[src/rtl/nor_chain_stim_gen.sv]
// nor_chain_stim_gen: pulse-train generator that feeds the NOR/inverter delay
// chain input. It emits num_pulses rectangular pulses. Each pulse is
// high_cycles clock cycles high, then low_cycles clock cycles low.
// All outputs are registered and lag the internal state by one edge, so a start
// accepted at edge k shows up as a rising myout at edge k+1.
// Optional build macro STIM_SWEEP_EN: after every pulse the latched high width
// shrinks by one cycle, down to a minimum of 1 cycle. This is used for
// pulse-degradation sweeps.
module nor_chain_stim_gen #(
  parameter int CNT_W = 8,
  parameter int NP_W  = 8
) (
  input  logic             myclk,
  input  logic             myrst_n,
  input  logic             start,
  input  logic             abort,
  input  logic [CNT_W-1:0] high_cycles,
  input  logic [CNT_W-1:0] low_cycles,
  input  logic [NP_W-1:0]  num_pulses,
  output logic             myout,
  output logic             busy,
  output logic             done,
  output logic             cfg_err,
  output logic [NP_W-1:0]  pulse_cnt
);

  typedef enum logic [1:0] {
    IDLE = 2'd0,
    HIGH = 2'd1,
    LOW  = 2'd2
  } state_e;

  state_e           state_q, state_d;
  logic [CNT_W-1:0] phaseCnt_q, phaseCnt_d;
  logic [CNT_W-1:0] highLen_q, highLen_d;
  logic [CNT_W-1:0] lowLen_q, lowLen_d;
  logic [NP_W-1:0]  numLen_q, numLen_d;
  logic [NP_W-1:0]  pulseCnt_q, pulseCnt_d;
  logic             donePend_q, donePend_d;

  logic             myout_q, myout_d;
  logic             busy_q, busy_d;
  logic             done_q, done_d;
  logic             cfgErr_q, cfgErr_d;
  logic [NP_W-1:0]  pulseCntOut_q, pulseCntOut_d;

  logic             abortNow;
  logic             fieldsOk;
  logic [NP_W-1:0]  pulseInc;
  logic [CNT_W-1:0] highNext;

  // An abort only matters while a train is running. In IDLE it is ignored.
  assign abortNow = abort && (state_q != IDLE);
  assign fieldsOk = (high_cycles != '0) && (low_cycles != '0) && (num_pulses != '0);
  assign pulseInc = pulseCnt_q + 1'b1;

`ifdef STIM_SWEEP_EN
  localparam logic [CNT_W-1:0] SWEEP_MIN = CNT_W'(1);
  // Sweep mode narrows the next pulse by one cycle, but never below one cycle.
  assign highNext = (highLen_q > SWEEP_MIN) ? (highLen_q - 1'b1) : highLen_q;
`else
  // Without sweep, every pulse reuses the latched high width.
  assign highNext = highLen_q;
`endif

  // Next-state logic for the phase sequencer and the registered outputs.
  always_comb begin
    state_d       = state_q;
    phaseCnt_d    = phaseCnt_q;
    highLen_d     = highLen_q;
    lowLen_d      = lowLen_q;
    numLen_d      = numLen_q;
    pulseCnt_d    = pulseCnt_q;
    donePend_d    = 1'b0;
    cfgErr_d      = 1'b0;

    case (state_q)
      IDLE: begin
        if (start) begin
          if (fieldsOk) begin
            highLen_d  = high_cycles;
            lowLen_d   = low_cycles;
            numLen_d   = num_pulses;
            pulseCnt_d = '0;
            phaseCnt_d = high_cycles - 1'b1;
            state_d    = HIGH;
          end else begin
            cfgErr_d = 1'b1;
          end
        end
      end
      HIGH: begin
        if (abortNow) begin
          state_d = IDLE;
        end else if (phaseCnt_q == '0) begin
          phaseCnt_d = lowLen_q - 1'b1;
          highLen_d  = highNext;
          state_d    = LOW;
        end else begin
          phaseCnt_d = phaseCnt_q - 1'b1;
        end
      end
      LOW: begin
        if (abortNow) begin
          state_d = IDLE;
        end else if (phaseCnt_q == '0) begin
          pulseCnt_d = pulseInc;
          if (pulseInc == numLen_q) begin
            donePend_d = 1'b1;
            state_d    = IDLE;
          end else begin
            phaseCnt_d = highLen_q - 1'b1;
            state_d    = HIGH;
          end
        end else begin
          phaseCnt_d = phaseCnt_q - 1'b1;
        end
      end
      default: begin
        state_d = IDLE;
      end
    endcase

    myout_d       = (state_q == HIGH) && !abortNow;
    busy_d        = (state_q != IDLE) && !abortNow;
    done_d        = donePend_q;
    pulseCntOut_d = pulseCnt_q;
  end

  // State and output registers. The synchronous active-low reset wins over everything.
  always_ff @(posedge myclk) begin
    if (!myrst_n) begin
      state_q       <= IDLE;
      phaseCnt_q    <= '0;
      highLen_q     <= '0;
      lowLen_q      <= '0;
      numLen_q      <= '0;
      pulseCnt_q    <= '0;
      donePend_q    <= 1'b0;
      myout_q       <= 1'b0;
      busy_q        <= 1'b0;
      done_q        <= 1'b0;
      cfgErr_q      <= 1'b0;
      pulseCntOut_q <= '0;
    end else begin
      state_q       <= state_d;
      phaseCnt_q    <= phaseCnt_d;
      highLen_q     <= highLen_d;
      lowLen_q      <= lowLen_d;
      numLen_q      <= numLen_d;
      pulseCnt_q    <= pulseCnt_d;
      donePend_q    <= donePend_d;
      myout_q       <= myout_d;
      busy_q        <= busy_d;
      done_q        <= done_d;
      cfgErr_q      <= cfgErr_d;
      pulseCntOut_q <= pulseCntOut_d;
    end
  end

  assign myout     = myout_q;
  assign busy      = busy_q;
  assign done      = done_q;
  assign cfg_err   = cfgErr_q;
  assign pulse_cnt = pulseCntOut_q;

endmodule
[config.mk]
export PLATFORM = sky130hd
export DESIGN_NAME = nor_chain_stim_gen
export DESIGN_NICKNAME = d
export VERILOG_FILES = /design/src/rtl/nor_chain_stim_gen.sv
export SDC_FILE = /design/constraint.sdc
export NUM_CORES = 1
export LEC_CHECK = 0
export ABC_AREA = 1
export ABC_CLOCK_PERIOD_IN_PS = 5900
export BUFFER_PORTS_ARGS = -buffer_cell sky130_fd_sc_hd__buf_2
export CORE_MARGIN = 2
export CORE_UTILIZATION = 31
export CTS_BUF_LIST = sky130_fd_sc_hd__clkbuf_2
export CTS_CLUSTER_DIAMETER = 60
export DETAILED_ROUTE_END_ITERATION = 7
export MAX_ROUTING_LAYER = met4
export REMOVE_ABC_BUFFERS = 1
export SYNTH_ARGS = -nofsm -noshare
export SYNTH_HDL_FRONTEND = slang
export SYNTH_SLANG_ARGS = --single-unit
[constraint.sdc]
create_clock -name myclk -period 5.9 [get_ports myclk]
set_clock_uncertainty 0.2 [all_clocks]
set_input_delay 0.59 -clock myclk [delete_from_list [all_inputs] [get_ports myclk]]
set_output_delay 0.59 -clock myclk [all_outputs]
set_load 0.1 [all_outputs]
Word-level counts from Yosys, hierarchy flattened
Index checks and enable logic that the tools add are counted.
{ "classes": {"div": 0, "n_eq_ne": 11, "addsub": 5, "reduce_logical": 20, "muxes": 23, "n_shift": 0, "mul": 0, "n_lt_le_gt_ge": 0, "bitwise_logic": 3} }
{ "ops": {"columns": ["operator", "count"], "rows": [
  ["$mux W8", 11],
  ["$sub A8 B1 Y8 const B", 4],
  ["$pmux W8 S3", 1],
  ["$reduce_bool A8 Y1", 3],
  ["$pmux W8 S2", 1],
  ["$mux W2", 6],
  ["$ne A2 B2 Y1 const B", 5],
  ["$ne A3 B3 Y1 const B", 3],
  ["$add A8 B1 Y8 const B", 1],
  ["$eq A8 B8 Y1", 1],
  ["$logic_not A8 Y1", 1],
  ["$pmux W2 S3", 1],
  ["$reduce_and A3 Y1", 2],
  ["$reduce_and A6 Y1", 1],
  ["$logic_and A1 B1 Y1", 5],
  ["$reduce_and A5 Y1", 1],
  ["$reduce_and A4 Y1", 1],
  ["$reduce_bool A2 Y1", 2],
  ["$reduce_or A4 Y1", 1],
  ["$mux W1", 3],
  ["$not A1 Y1", 3],
  ["$reduce_bool A3 Y1", 1],
  ["$eq A2 B1 Y1 const B", 1],
  ["$eq A2 B2 Y1 const B", 1],
  ["other kinds (2)", 2]
]} }
{ "word_totals": {"mem_bits_rw": 0, "word_cells": 74, "rom_bits": 0, "mem_count": 0, "latch_bits": 0, "inputBits": 28, "out_inout_bits": 12, "reg_bits": 55} }

Depth between registers and ports, before layout
{ "logic_depth": {"depth_word": 6, "depth_mapped": 14, "mapped_depth_nobuf": 14} }

Worst setup path after synthesis
Ideal clock, no wire load.
{ "synth_timing": {"path_type": "input to register", "from": "in high_cycles[0]", "to": "reg highLen_q[0]", "path_stages": 9, "setup_time_ns": 0.128, "required_time_ns": 5.572, "path_slack_ns": 3.916, "n_path_buf": 1, "t_arrival_ns": 1.656, "cell_sequence": "inv_1 ha_1 nand3_1 nand3_1 nor2_2 nand2_2 clkbuf_1 o21ai_0 a21oi_1"} }
{ "synth_via": {"elab_chain_len": 4} }
{ "synth_lines": {"columns": ["item", "line", "rtl"], "rows": [
  ["start: declaration", "17", "input logic [CNT_W-1:0] high_cycles,"],
  ["$reduce_bool A8 Y1", "54", "assign fieldsOk = (high_cycles != '0) && (low_cycles != '0) && (num_pulses != '0);"],
  ["$logic_and A1 B1 Y1 (2 in a row)", "54", null],
  ["$reduce_and A3 Y1 (no source line)", null, null],
  ["end signal: assignment", "148", "highLen_q <= highLen_d;"],
  ["end: declaration", "35", "logic [CNT_W-1:0] highLen_q, highLen_d;"]
]} }
Several ways; a longest one is shown, not always the timed one.
A chain may end at the register's enable or synchronous reset.

Worst setup path after layout
{ "layout_timing": {"from": "reg state_q[0]", "to": "reg phaseCnt_q[5]"} }
{ "layout_via": {"elab_chain_len": 4, "elab_cells_between_ends": 13, "classes_between": "7 x eq/ne; 1 x mux; 5 x reduce/logical"} }
{ "layout_lines": {"columns": ["item", "line", "rtl"], "rows": [
  ["start: declaration", "33", "state_e state_q, state_d;"],
  ["start signal: assignment", "146", "state_q <= state_d;"],
  ["$reduce_bool A2 Y1", "53", "assign abortNow = abort && (state_q != IDLE);"],
  ["$logic_and A1 B1 Y1", "53", null],
  ["$ne A2 B2 Y1 (no source line)", null, null],
  ["$reduce_and A6 Y1 (no source line)", null, null],
  ["end signal: assignment", "147", "phaseCnt_q <= phaseCnt_d;"],
  ["end: declaration", "34", "logic [CNT_W-1:0] phaseCnt_q, phaseCnt_d;"]
]} }
Several ways; a longest one is shown, not always the timed one.

==> results.yml <==
layout:
  fin_nets: 552
  final_util_pct: 36.0
  final_cell_mix: "nand2_1, inv_1, dfxtp_1, nand3_1, nor2_1"
  syn_to_final_growth_pct: 11.9
  layout_commonest_cell: "nand2_1"
  post-route-cell-area_sq_um: 3540
  drive_above_1_share_pct: 12.1
  antenna_cells: 0
  n_fill_cell: 1093
  seq_area_sq_um: 1100
  multi_input_area_sq_um: 1740
  layout.cells.non_filler: 647
setup_path:
  path_cells: "inv_1, ha_1, nand2_2, nand2_2, nand2_4, inv_2, nor2_1, nor2_1"
  critPathMaxStageDelay_ns: 0.61
  cp_max_fo: 46
  critPathKind: "register to register"
  cp.arrival_ns: 2.60
  required_ns: 6.08
  cp_slowest_cell: "nand2_2"
  critPathBufInv: 2
  path_delay_family: "simple AND/OR/NAND/NOR gates"
  cp-end-kind: "register"
  cp-start-kind: "register"
placed_design:
  post-place-cells: 639
  dp_hpwl_um: 6080
  place_area_sq_um: 3470
  place_congestion: 0.837
  portBuffers: 39
power_and_ir_drop:
  p_sw_mw: 0.713
  p_int_mw: 0.771
  power_density_nw_per_um2: 420
  combPwrFrac_pct: 51.3
  ir_drop_mv: 0.162
  leakagePower_nw: 1.73
  seqPwrFrac_pct: 35.1
  clkPwrFrac_pct: 13.7
  p_sw_share_pct: 48.0
global_routing:
  grt_usage_pct: 15.1
  grt_pass1_vias: 2889
  grt_pass1_wl_um: 13200
  grt_max_degree: 47
  grt_overflow: 0
  antenna_found_initial: 0
clock_tree:
  cts_resized: 0
  clock_tree.root_cell: "clkbuf_2"
  cts_tree: "built"
  clock_sinks: 55
  path_clk_slew_ns: 0.28
  clockBufferDepth: 2
  cts_setup_buffers: 0
  ctsHoldBuffers: 0
  cts-buffers-inserted: 5
  clock_latency_ns: 0.48
  cts_max_level: 2
drt:
  drt_iter0_drc: 167
  drtPass1Iterations: 4
  wl_per_cell_um: 12.3
  vias: 3065
  post-route-drc-count: 0
  ant_nets: 0
  drt_wl_total_um: 7940
  via_per_inst: 4.74
synthesis:
  yosysWarnings: 0
  yosysUniqueCellTypes: 26
  synth_seq_cells: 55
  ys_seq_area_share_pct: 34.8
  netlist_instances: 480
  avgSynthCellArea_sq_um: 6.58
  syn-cell-area_sq_um: 3160
sta:
  relSlewSlack_pct: 49.3
  drv_slew: 0
  setup_tns_ns: 0
  max_freq_mhz: 413
  finalCriticalPeriod_ns: 2.42
  worstMarginPinSlew_ns: 0.758
  finalHoldViolations: 0
  setup_viol: 0
  rsz0062_at_grt: "no"
  post-route-period-util_pct: 41.1
hold_path:
  hold_path_class: "input port to register"
floorplanning:
  dieWidth_um: 105
  initial_core_util_pct: 32.2
  coreArea_sq_um: 9820
  dieHeight_um: 105
  die_area_sq_um: 11000
  row_count: 36
  ioPinCount: 40
run_status:
  status: "completed"
job:
  cap_violations: 0
==> cell type report <==
cell class                      instances  share of cell area, %
Clock inverter                          2                   1.10
Sequential cell                        55                   31.1
Tap cell                              133                   4.70
Timing Repair Buffer                   39                   5.52
Multi-Input combinational cell        340                   49.1
Clock buffer                            6                  0.849
Inverter                               72                   7.64
==> metrics by stage <==
step / setup slack, ns / power, mW / hold WS, ns
floorplan: 3.60 / 1.10 / 0.190
detailed placement: 3.03 / 1.29 / 0.208
global placement: 3.11 / 1.27 / 0.201
CTS: 3.49 / 1.49 / 0.0730
finish: 3.48 / 1.48 / 0.0894
global route: 3.19 / 1.62 / 0.0444
==> worst register-to-register path: cells and delay by family, from the launching register on <==
kind          cells  cell delay [ns]
simple gates      5             1.19
buf+inv           2             0.15
flops             1             0.47
fa+ha+maj         1             0.32
==> power groups by stage <==
stage / combinational, mW / clock, mW / sequential [mW]
6_report: 0.761 / 0.203 / 0.520
5_1_grt: 0.863 / 0.223 / 0.532
4_1_cts: 0.762 / 0.205 / 0.520
3_5_place_dp: 0.761 / 0 / 0.528
3_3_place_gp: 0.748 / 0 / 0.525
2_1_floorplan: 0.534 / 0 / 0.565
==> registers in the layout (all words and copies together) (netlist names), 2 cells and up <==
| name | cells |
|---|---|
| lowLen_q | 8 |
| pulseCntOut_d | 8 |
| phaseCnt_q | 8 |
| highLen_q | 8 |
| state_q | 2 |
| numLen_q | 8 |
| pulse_cnt | 8 |
==> final timing paths <==
check | start | end | slack [ns] | depth (start not counted)
worst max-delay path | state_q[0] | phaseCnt_q[5] | 3.48 | 8
worst min-delay path | abort | busy | 0.09 | 2
worst max register to register | state_q[0] | phaseCnt_q[5] | 3.48 | 8
worst min register to register | donePend_q | done | 0.24 | 2
==> metal layers <==
| layer | GRT usage (%) | part of all wire, % |
|---|---|---|
| met1 | 19.5 | 48 |
| met2 | 23.9 | 44 |
| met3 | 2.68 | 5.2 |
| met5 | - | 0 |
| met4 | 5.24 | 2.0 |
==> cells in the mapped netlist <==
cell	n	area [sq um]
nand2_1	103	387
inv_1	70	263
dfxtp_1	55	1100
nand3_1	52	260
nor2_1	46	173
o21ai_0	40	200
a21oi_1	36	180
ha_1	11	138
clkbuf_1	9	33.8
nand4_1	9	56.3
xor2_1	9	78.8
nor2_2	6	37.5
nor3_1	5	25.0
xnor2_1	5	43.8
buf_2	4	20.0
o22ai_1	4	25.0
nand2_2	3	18.8
a31oi_1	2	12.5
nor2_4	2	22.5
o211a_1	2	20.0
o31ai_1	2	15.0
clkinv_1	1	3.75
inv_2	1	3.75
nand2_4	1	11.3
nand3_2	1	10.0
nand4_4	1	21.3
==> logic make-up (layout without fill, tap and decap cells) <==
logic type,Yosys count,in the layout,synth area share [%]
AO/OA/AOI/OAI,86,86,14.3
flip-flops,55,55,34.8
XOR/XNOR,14,14,3.88
adder cells (fa/ha/maj),11,11,4.35
AND/OR/NAND/NOR,229,229,32.3
buffers and inverters,85,119,10.3
Power figures use the tool's default switching activity.
